**src/rtl/tpm_pkg.sv**
```systemverilog
// Shared types and constants for the tick period meter and its result buffer.
package tpm_pkg;

    typedef enum logic [1:0] {
        IDLE    = 2'd0,
        ARM     = 2'd1,
        MEASURE = 2'd2
    } tpm_state_e;

    // Largest count the period counter may reach before a closing tick is overdue.
    function automatic int unsigned satCount(input int unsigned width);
        return (32'd1 << width) - 32'd2;
    endfunction

endpackage

```
**src/rtl/tpm_result_buf.sv**
```systemverilog
// Valid/ready holding register; a new load while an unconsumed value is held
// overwrites it and pulses dropped_o for one cycle.
module tpm_result_buf
    import tpm_pkg::*;
#(
    parameter int WIDTH = 16
) (
    input  logic             clk,
    input  logic             reset,
    input  logic             load_i,
    input  logic [WIDTH-1:0] data_i,
    input  logic             ready_i,
    output logic [WIDTH-1:0] data_o,
    output logic             valid_o,
    output logic             dropped_o
);

    logic [WIDTH-1:0] data_q, data_d;
    logic             valid_q, valid_d;
    logic             dropped_q, dropped_d;

    // A load always wins over a handshake, so valid stays high on a same-edge consume.
    always_comb begin
        data_d    = data_q;
        valid_d   = valid_q;
        dropped_d = 1'b0;
        if (load_i) begin
            data_d    = data_i;
            valid_d   = 1'b1;
            dropped_d = valid_q & ~ready_i;
        end else if (valid_q & ready_i) begin
            valid_d = 1'b0;
        end
    end

    always_ff @(posedge clk or posedge reset) begin
        if (reset) begin
            data_q    <= '0;
            valid_q   <= 1'b0;
            dropped_q <= 1'b0;
        end else begin
            data_q    <= data_d;
            valid_q   <= valid_d;
            dropped_q <= dropped_d;
        end
    end

    assign data_o    = data_q;
    assign valid_o   = valid_q;
    assign dropped_o = dropped_q;

endmodule

```
**src/rtl/tick_period_meter.sv**
```systemverilog
// Measures the spacing in clk cycles between successive tick strobes and
// reports it through a valid/ready buffer together with lock and overflow status.
module tick_period_meter
    import tpm_pkg::*;
#(
    parameter int WIDTH      = 16,
    parameter int LOCK_COUNT = 2
) (
    input  logic             clk,
    input  logic             reset,
    input  logic             enable,
    input  logic             tick,
    output logic [WIDTH-1:0] period,
    output logic             period_valid,
    input  logic             period_ready,
    output logic             locked,
    output logic             dropped,
    output logic             overflow
);

    localparam logic [WIDTH-1:0] SatValue   = WIDTH'(satCount(WIDTH));
    localparam logic [3:0]       LockTarget = 4'(LOCK_COUNT);

    tpm_state_e       state_q, state_d;
    logic [WIDTH-1:0] cnt_q, cnt_d;
    logic [WIDTH-1:0] lastPeriod_q, lastPeriod_d;
    logic [3:0]       matchCnt_q, matchCnt_d;
    logic             locked_q, locked_d;
    logic             overflow_q, overflow_d;
    logic             resultLoad;

    // A tick seen while leaving IDLE is treated as the arming tick, so a strobe
    // on the first edge after reset release is not lost.
    always_comb begin
        state_d      = state_q;
        cnt_d        = cnt_q;
        lastPeriod_d = lastPeriod_q;
        matchCnt_d   = matchCnt_q;
        locked_d     = locked_q;
        overflow_d   = 1'b0;
        resultLoad   = 1'b0;

        if (!enable) begin
            state_d    = IDLE;
            cnt_d      = '0;
            matchCnt_d = '0;
            locked_d   = 1'b0;
        end else begin
            unique case (state_q)
                IDLE, ARM: begin
                    if (tick) begin
                        state_d = MEASURE;
                        cnt_d   = WIDTH'(1);
                    end else begin
                        state_d = ARM;
                    end
                end
                MEASURE: begin
                    if (tick) begin
                        resultLoad = 1'b1;
                        cnt_d      = WIDTH'(1);
                    end else if (cnt_q == SatValue) begin
                        overflow_d = 1'b1;
                        state_d    = ARM;
                        cnt_d      = '0;
                        matchCnt_d = '0;
                        locked_d   = 1'b0;
                    end else begin
                        cnt_d = cnt_q + WIDTH'(1);
                    end
                end
                default: begin
                    state_d = IDLE;
                    cnt_d   = '0;
                end
            endcase
        end

        if (resultLoad) begin
            if (cnt_q == lastPeriod_q) begin
                matchCnt_d = (matchCnt_q >= LockTarget) ? LockTarget : matchCnt_q + 4'd1;
            end else begin
                matchCnt_d = 4'd1;
            end
            lastPeriod_d = cnt_q;
            locked_d     = (matchCnt_d >= LockTarget);
        end
    end

    always_ff @(posedge clk or posedge reset) begin
        if (reset) begin
            state_q      <= IDLE;
            cnt_q        <= '0;
            lastPeriod_q <= '0;
            matchCnt_q   <= '0;
            locked_q     <= 1'b0;
            overflow_q   <= 1'b0;
        end else begin
            state_q      <= state_d;
            cnt_q        <= cnt_d;
            lastPeriod_q <= lastPeriod_d;
            matchCnt_q   <= matchCnt_d;
            locked_q     <= locked_d;
            overflow_q   <= overflow_d;
        end
    end

    tpm_result_buf #(
        .WIDTH(WIDTH)
    ) u_result_buf (
        .clk      (clk),
        .reset    (reset),
        .load_i   (resultLoad),
        .data_i   (cnt_q),
        .ready_i  (period_ready),
        .data_o   (period),
        .valid_o  (period_valid),
        .dropped_o(dropped)
    );

    assign locked   = locked_q;
    assign overflow = overflow_q;

endmodule

```
**config.mk**
```make
export PLATFORM = sky130hd
export DESIGN_NAME = tick_period_meter
export DESIGN_NICKNAME = d
export VERILOG_FILES = /design/src/rtl/tpm_pkg.sv /design/src/rtl/tpm_result_buf.sv /design/src/rtl/tick_period_meter.sv
export SDC_FILE = /design/constraint.sdc
export NUM_CORES = 1
export LEC_CHECK = 0
export CAP_MARGIN = 10
export CORE_MARGIN = 5
export CORE_UTILIZATION = 56
export DETAILED_ROUTE_END_ITERATION = 12
export GPL_ROUTABILITY_DRIVEN = 0
export PLACE_DENSITY = 0.79
export SLEW_MARGIN = 10
export SYNTH_ARGS = -nofsm -noshare
export SYNTH_HDL_FRONTEND = slang
export SYNTH_SLANG_ARGS = --single-unit
```
**constraint.sdc**
```tcl
create_clock -name clk -period 2.5 [get_ports clk]
set_input_delay 0.375 -clock clk [delete_from_list [all_inputs] [get_ports clk]]
set_output_delay 0.375 -clock clk [all_outputs]
set_load 0.05 [all_outputs]
```
== Word level (Yosys, flattened, before mapping) ==
Index checks and enable logic that the tools add are counted.
W data, S select, Z words.

* Add/subtract/negate cells: 2
* Order comparisons: 2
* Equal/unequal tests: 10
* Mux-type cells: 33
* Bitwise gates (word level): 3
* Reduce and logical (&&, ||, !) cells: 5

{| class="wikitable"
|+ Operators by type and width
! operator !! number
|-
| $mux W16 || 4
|-
| $mux W4 || 8
|-
| $pmux W16 S2 || 1
|-
| $add A16 B1 Y16 const B || 1
|-
| $eq A16 B16 Y1 || 1
|-
| $eq A16 B16 Y1 const B || 1
|-
| $mux W1 || 15
|-
| $ne A3 B3 Y1 const B || 3
|-
| $ge A4 B2 Y1 const B || 2
|-
| $mux W2 || 4
|-
| $ne A3 B1 Y1 const B || 2
|-
| $add A4 B1 Y4 const B || 1
|-
| $pmux W2 S2 || 1
|-
| $ne A3 B2 Y1 const B || 1
|-
| $reduce_and A3 Y1 || 1
|-
| $and A1 B1 Y1 || 2
|-
| $eq A2 B1 Y1 const B || 1
|-
| $eq A2 B2 Y1 const B || 1
|-
| $logic_not A2 Y1 || 1
|-
| $reduce_and A2 Y1 || 1
|-
| $reduce_bool A2 Y1 || 1
|-
| $reduce_or A2 Y1 || 1
|-
| $not A1 Y1 || 1
|}

* Bits in registers: 42
* Input bits: 5
* Output and inout port bits: 20
* Word-level logic and storage cells: 63

== Logic depth before layout (Yosys ltp) ==
* Depth in word-level cells: 6
* Gate-level depth with buffers: 8
* Depth with buffers taken out: 6

== Hierarchy ==
Synthesis repeated with hierarchy kept, for this count alone.

* Cell total of the unflattened synthesis: 277
* Area, all modules: 2865.2 µm²

{| class="wikitable"
|+ By module, submodules not included
! module !! times used !! cells an instance !! area each (µm²) !! sequential area each (µm²)
|-
| tick_period_meter || 1 || 237 || 2149.6 || 1001.0
|-
| tpm_result_buf || 1 || 40 || 715.7 || 450.4
|}

== Worst setup path after synthesis ==
Ideal clock, no wire load.

* Path kind: reg2reg
* Start point: register cnt_q[0]
* End point: register cnt_q[2]
* Setup time: 0.136 ns
* Arrival time: 1.749 ns
* Required time: 2.364 ns
* Setup slack: 0.615 ns
* Cell stages (with the launch flop): 9
* Path buffers: 2
* Period minus slack after synthesis: 1.885 ns
* Cell sequence: dfrtp_1 > inv_1 > ha_1 > nand3_1 > or4_1 > buf_2 > a21boi_4 > buf_6 > nor3_1

* Cells in the longest elaborated chain, start to end: 5
* Elaborated cells between the ends (all ways): 6
* Classes of those cells: 1 x add/sub; 1 x eq/ne; 4 x mux

{| class="wikitable"
|+ RTL lines
! element !! line !! RTL
|-
| from (decl) || tick_period_meter.sv:25 || <nowiki>logic [WIDTH-1:0] cnt_q, cnt_d;</nowiki>
|-
| from (signal assigned) || tick_period_meter.sv:100 || <nowiki>cnt_q <= cnt_d;</nowiki>
|-
| $add A16 B1 Y16 / $eq A16 B16 Y1 (equally long branches) || tick_period_meter.sv:69, tick_period_meter.sv:62 ||
|-
| $mux W16 (*) || tick_period_meter.sv:62 || <nowiki>end else if (cnt_q == SatValue) begin</nowiki>
|-
| $mux W16 (*) || tick_period_meter.sv:59 || <nowiki>if (tick) begin</nowiki>
|-
| $pmux W16 S2 (*) || tick_period_meter.sv:49 || <nowiki>unique case (state_q)</nowiki>
|-
| $mux W16 (*) || tick_period_meter.sv:43 || <nowiki>if (!enable) begin</nowiki>
|}

Mark *: on every way between the ends. The rest lies on a longest branch, timed or not.
A chain may end at the register's enable or synchronous reset.

== Final worst setup path ==
* Start point: register cnt_q[0]
* End point: register cnt_q[7]

The elaborated chain is that of the path after synthesis.

==> results.toml <==
[job]
drv_cap = 0

[drt]
drc_errors = 0
avgViaCountPerCell = 5.85
wl_per_cell_um = 16.1
drt_iter0_drc = 148
ant_nets = 0
vias = 1843
drtPass1Iterations = 4
drt_wl_total_um = 5090

[finish]
layout-drive-gt1-share_pct = 9.06
syn_to_final_growth_pct = 13.4
fin_util_pct = 65.5
nNetsFinal = 273
diodes = 0
final_cells = 315

[clocking]
cts_sinks = 42
cts_resized = 0
path_clk_slew_ps = 90
postCtsSetupBuffers = 0
insertion_delay_ps = 300
cts_tree = "done"
cts.hold.buffers_added = 0
htreeDepth = 2
clock_path_buffers = 2
numCtsBuffers = 5
clockRootBuffer = "clkbuf_8"

[timing]
rsz0062_at_grt = "no"
final-max-slew-violation-count = 0
clock_skew_ps = 9.02
fin_crit_sh_pct = 89.8
fmax_mhz = 445
fin_crit_ps = 2250
slew_headroom_pct = 64.8
tightest_slew_ps = 527
setup_violations = 0
holdWs_ps = 509
finalHoldViolCount = 0
fin_setup_tns_ps = 0

[global_routing]
antenna_found_initial = 0
overflow = 0
grt_max_degree = 43
grt_pass1_vias = 1819
grt_pass1_wl_um = 8600
track_usage_pct = 20.7

[critical_path]
worstPathCellList = "inv_1 > ha_1 > nand3_1 > or4_1 > a21boi_4 > nor3_1"
crit_fanout = 14
cp.required_ps = 2660
end_kind = "flip-flop"
reg2reg_slack_ps = 250
max_stage_delay_ps = 670
critPathLaunchType = "flip-flop"
critPathBufInv = 1
path_class = "reg -> reg"
slowest_stage = "or4_1"
arrival_ps = 2410
path_delay_family = "simple AND/OR/NAND/NOR gates"

[yosys]
synth_commonest_cells = "nand2_1 (57), dfrtp_1 (42), xor2_1 (21)"
ys_seq_area_share_pct = 45.5
yosysTopAreaCell = "dfrtp_1"
ys_ff_latch = 42
synth_cell_types = 44
ys.flop_type = "dfrtp_1"
netlist_area_um2 = 2310
post-synth-top-count-cell = "nand2_1"
yosysWarnings = 0
syn-num-nets = 255
synthTopCellsByArea = "dfrtp_1 (46%), nand2_1 (9.3%), xor2_1 (8.0%)"
synthCells = 246
syn_area_per_cell_um2 = 9.38
async_flop_share_pct = 100
synth_top_cell_area_share_pct = 45.5
synth_edf_count = 0

[place]
io_buffers = 24
dpl.cell_count = 307
place_hpwl_um = 3500

[floorplan]
dieArea_um2 = 5510
die_w_um = 74.2
coreArea_um2 = 4000
floorplan.rows = 23
die_h_um = 74.2
initial_core_util_pct = 57.7
io_pins = 25

[power_and_ir_drop]
leakage_nw = 1.24
total_power_w = 0.00141
p_per_area_nw_per_um2 = 540
ir_drop_v = 0.000289

[status]
status = "finished clean"

[min_path]
worstHoldPathType = "in -> async"
## layout make-up
type,count,area (um^2)
timing repair buffer,31,293
clock inverter,2,37.5
sequential,42,1050
tap,50,62.6
inverter,9,33.8
fill,342,1380
multi-input combinational,175,1070
clock buffer,6,72.6
## layer usage
layer	up-vias	wire length (um)	track usage, %
met4	0	99	11.3
met1	894	2130	25.5
li1	881	-	-
met2	58	2560	34.9
met3	10	298	2.84
met5	-	0	0
## flip-flops by register name, summed over array words and instances, names as in the netlist
name,flops
overflow,1
locked,1
u_result_buf.dropped_o,1
cnt_q,16
u_result_buf.valid_o,1
matchCnt_q,4
state_q,2
u_result_buf.data_o,16
## logic make-up (layout without fill, tap and decap cells)
group | Yosys count | after routing | share of synthesized area (%)
AO/OA/AOI/OAI | 27 | 27 | 8.78
XOR/XNOR | 25 | 25 | 9.49
adder cells (fa/ha/maj) | 4 | 4 | 2.17
buffers and inverters | 29 | 48 | 8.18
flip-flops | 42 | 42 | 45.5
AND/OR/NAND/NOR | 119 | 119 | 25.9
## stage by stage
stage	cell area, um^2	setup WS [ps]
2_1_floorplan	2310	615
3_3_place_gp	2510	208
3_5_place_dp	2510	163
4_1_cts	2620	278
5_1_grt	2620	156
6_report	2620	254
## worst register-to-register path: stages, from the launching register on
cell and delay (ps):
dfrtp_1 470, inv_1 120, ha_1 160, nand3_1 100, or4_1 670, a21boi_4 480
nor3_1 110
## cells in the final DEF (no fill, tap or decap), drive strengths merged, types with 2 or more instances in the layout
cell type | netlist | layout
xor2 | 21 | 21
nor2 | 6 | 6
and3 | 2 | 2
or3 | 2 | 2
ha | 4 | 4
o31ai | 3 | 3
nand3 | 9 | 9
nor3 | 13 | 13
clkbuf | 15 | 6
xnor2 | 4 | 4
inv | 9 | 9
nand2 | 57 | 57
a21oi | 4 | 4
nor4 | 6 | 6
and4 | 2 | 2
nand2b | 3 | 3
clkdlybuf4s50 | 0 | 24
o21ai | 6 | 6
or4 | 6 | 6
dfrtp | 42 | 42
nand4 | 8 | 8
a211oi | 6 | 6
buf | 5 | 7
## where the power goes
part | total, W | switching, W | internal, W
registers | 0.000712 | 0.0000189 | 0.000693
logic | 0.000159 | 0.000107 | 0.0000520
clock network | 0.000542 | 0.000244 | 0.000298
total | 0.00141 | 0.000370 | 0.00104
## worst paths after layout
check,start,to,cells after the start
max,cnt_q[0],cnt_q[7],6
min,reset,u_result_buf.data_o[11],3
max reg2reg,cnt_q[0],cnt_q[7],6
min reg2reg,u_result_buf.valid_o,u_result_buf.valid_o,2
max in group asynchronous,reset,locked,3
min in group clk,u_result_buf.valid_o,u_result_buf.valid_o,2
Power figures use the tool's default switching activity.
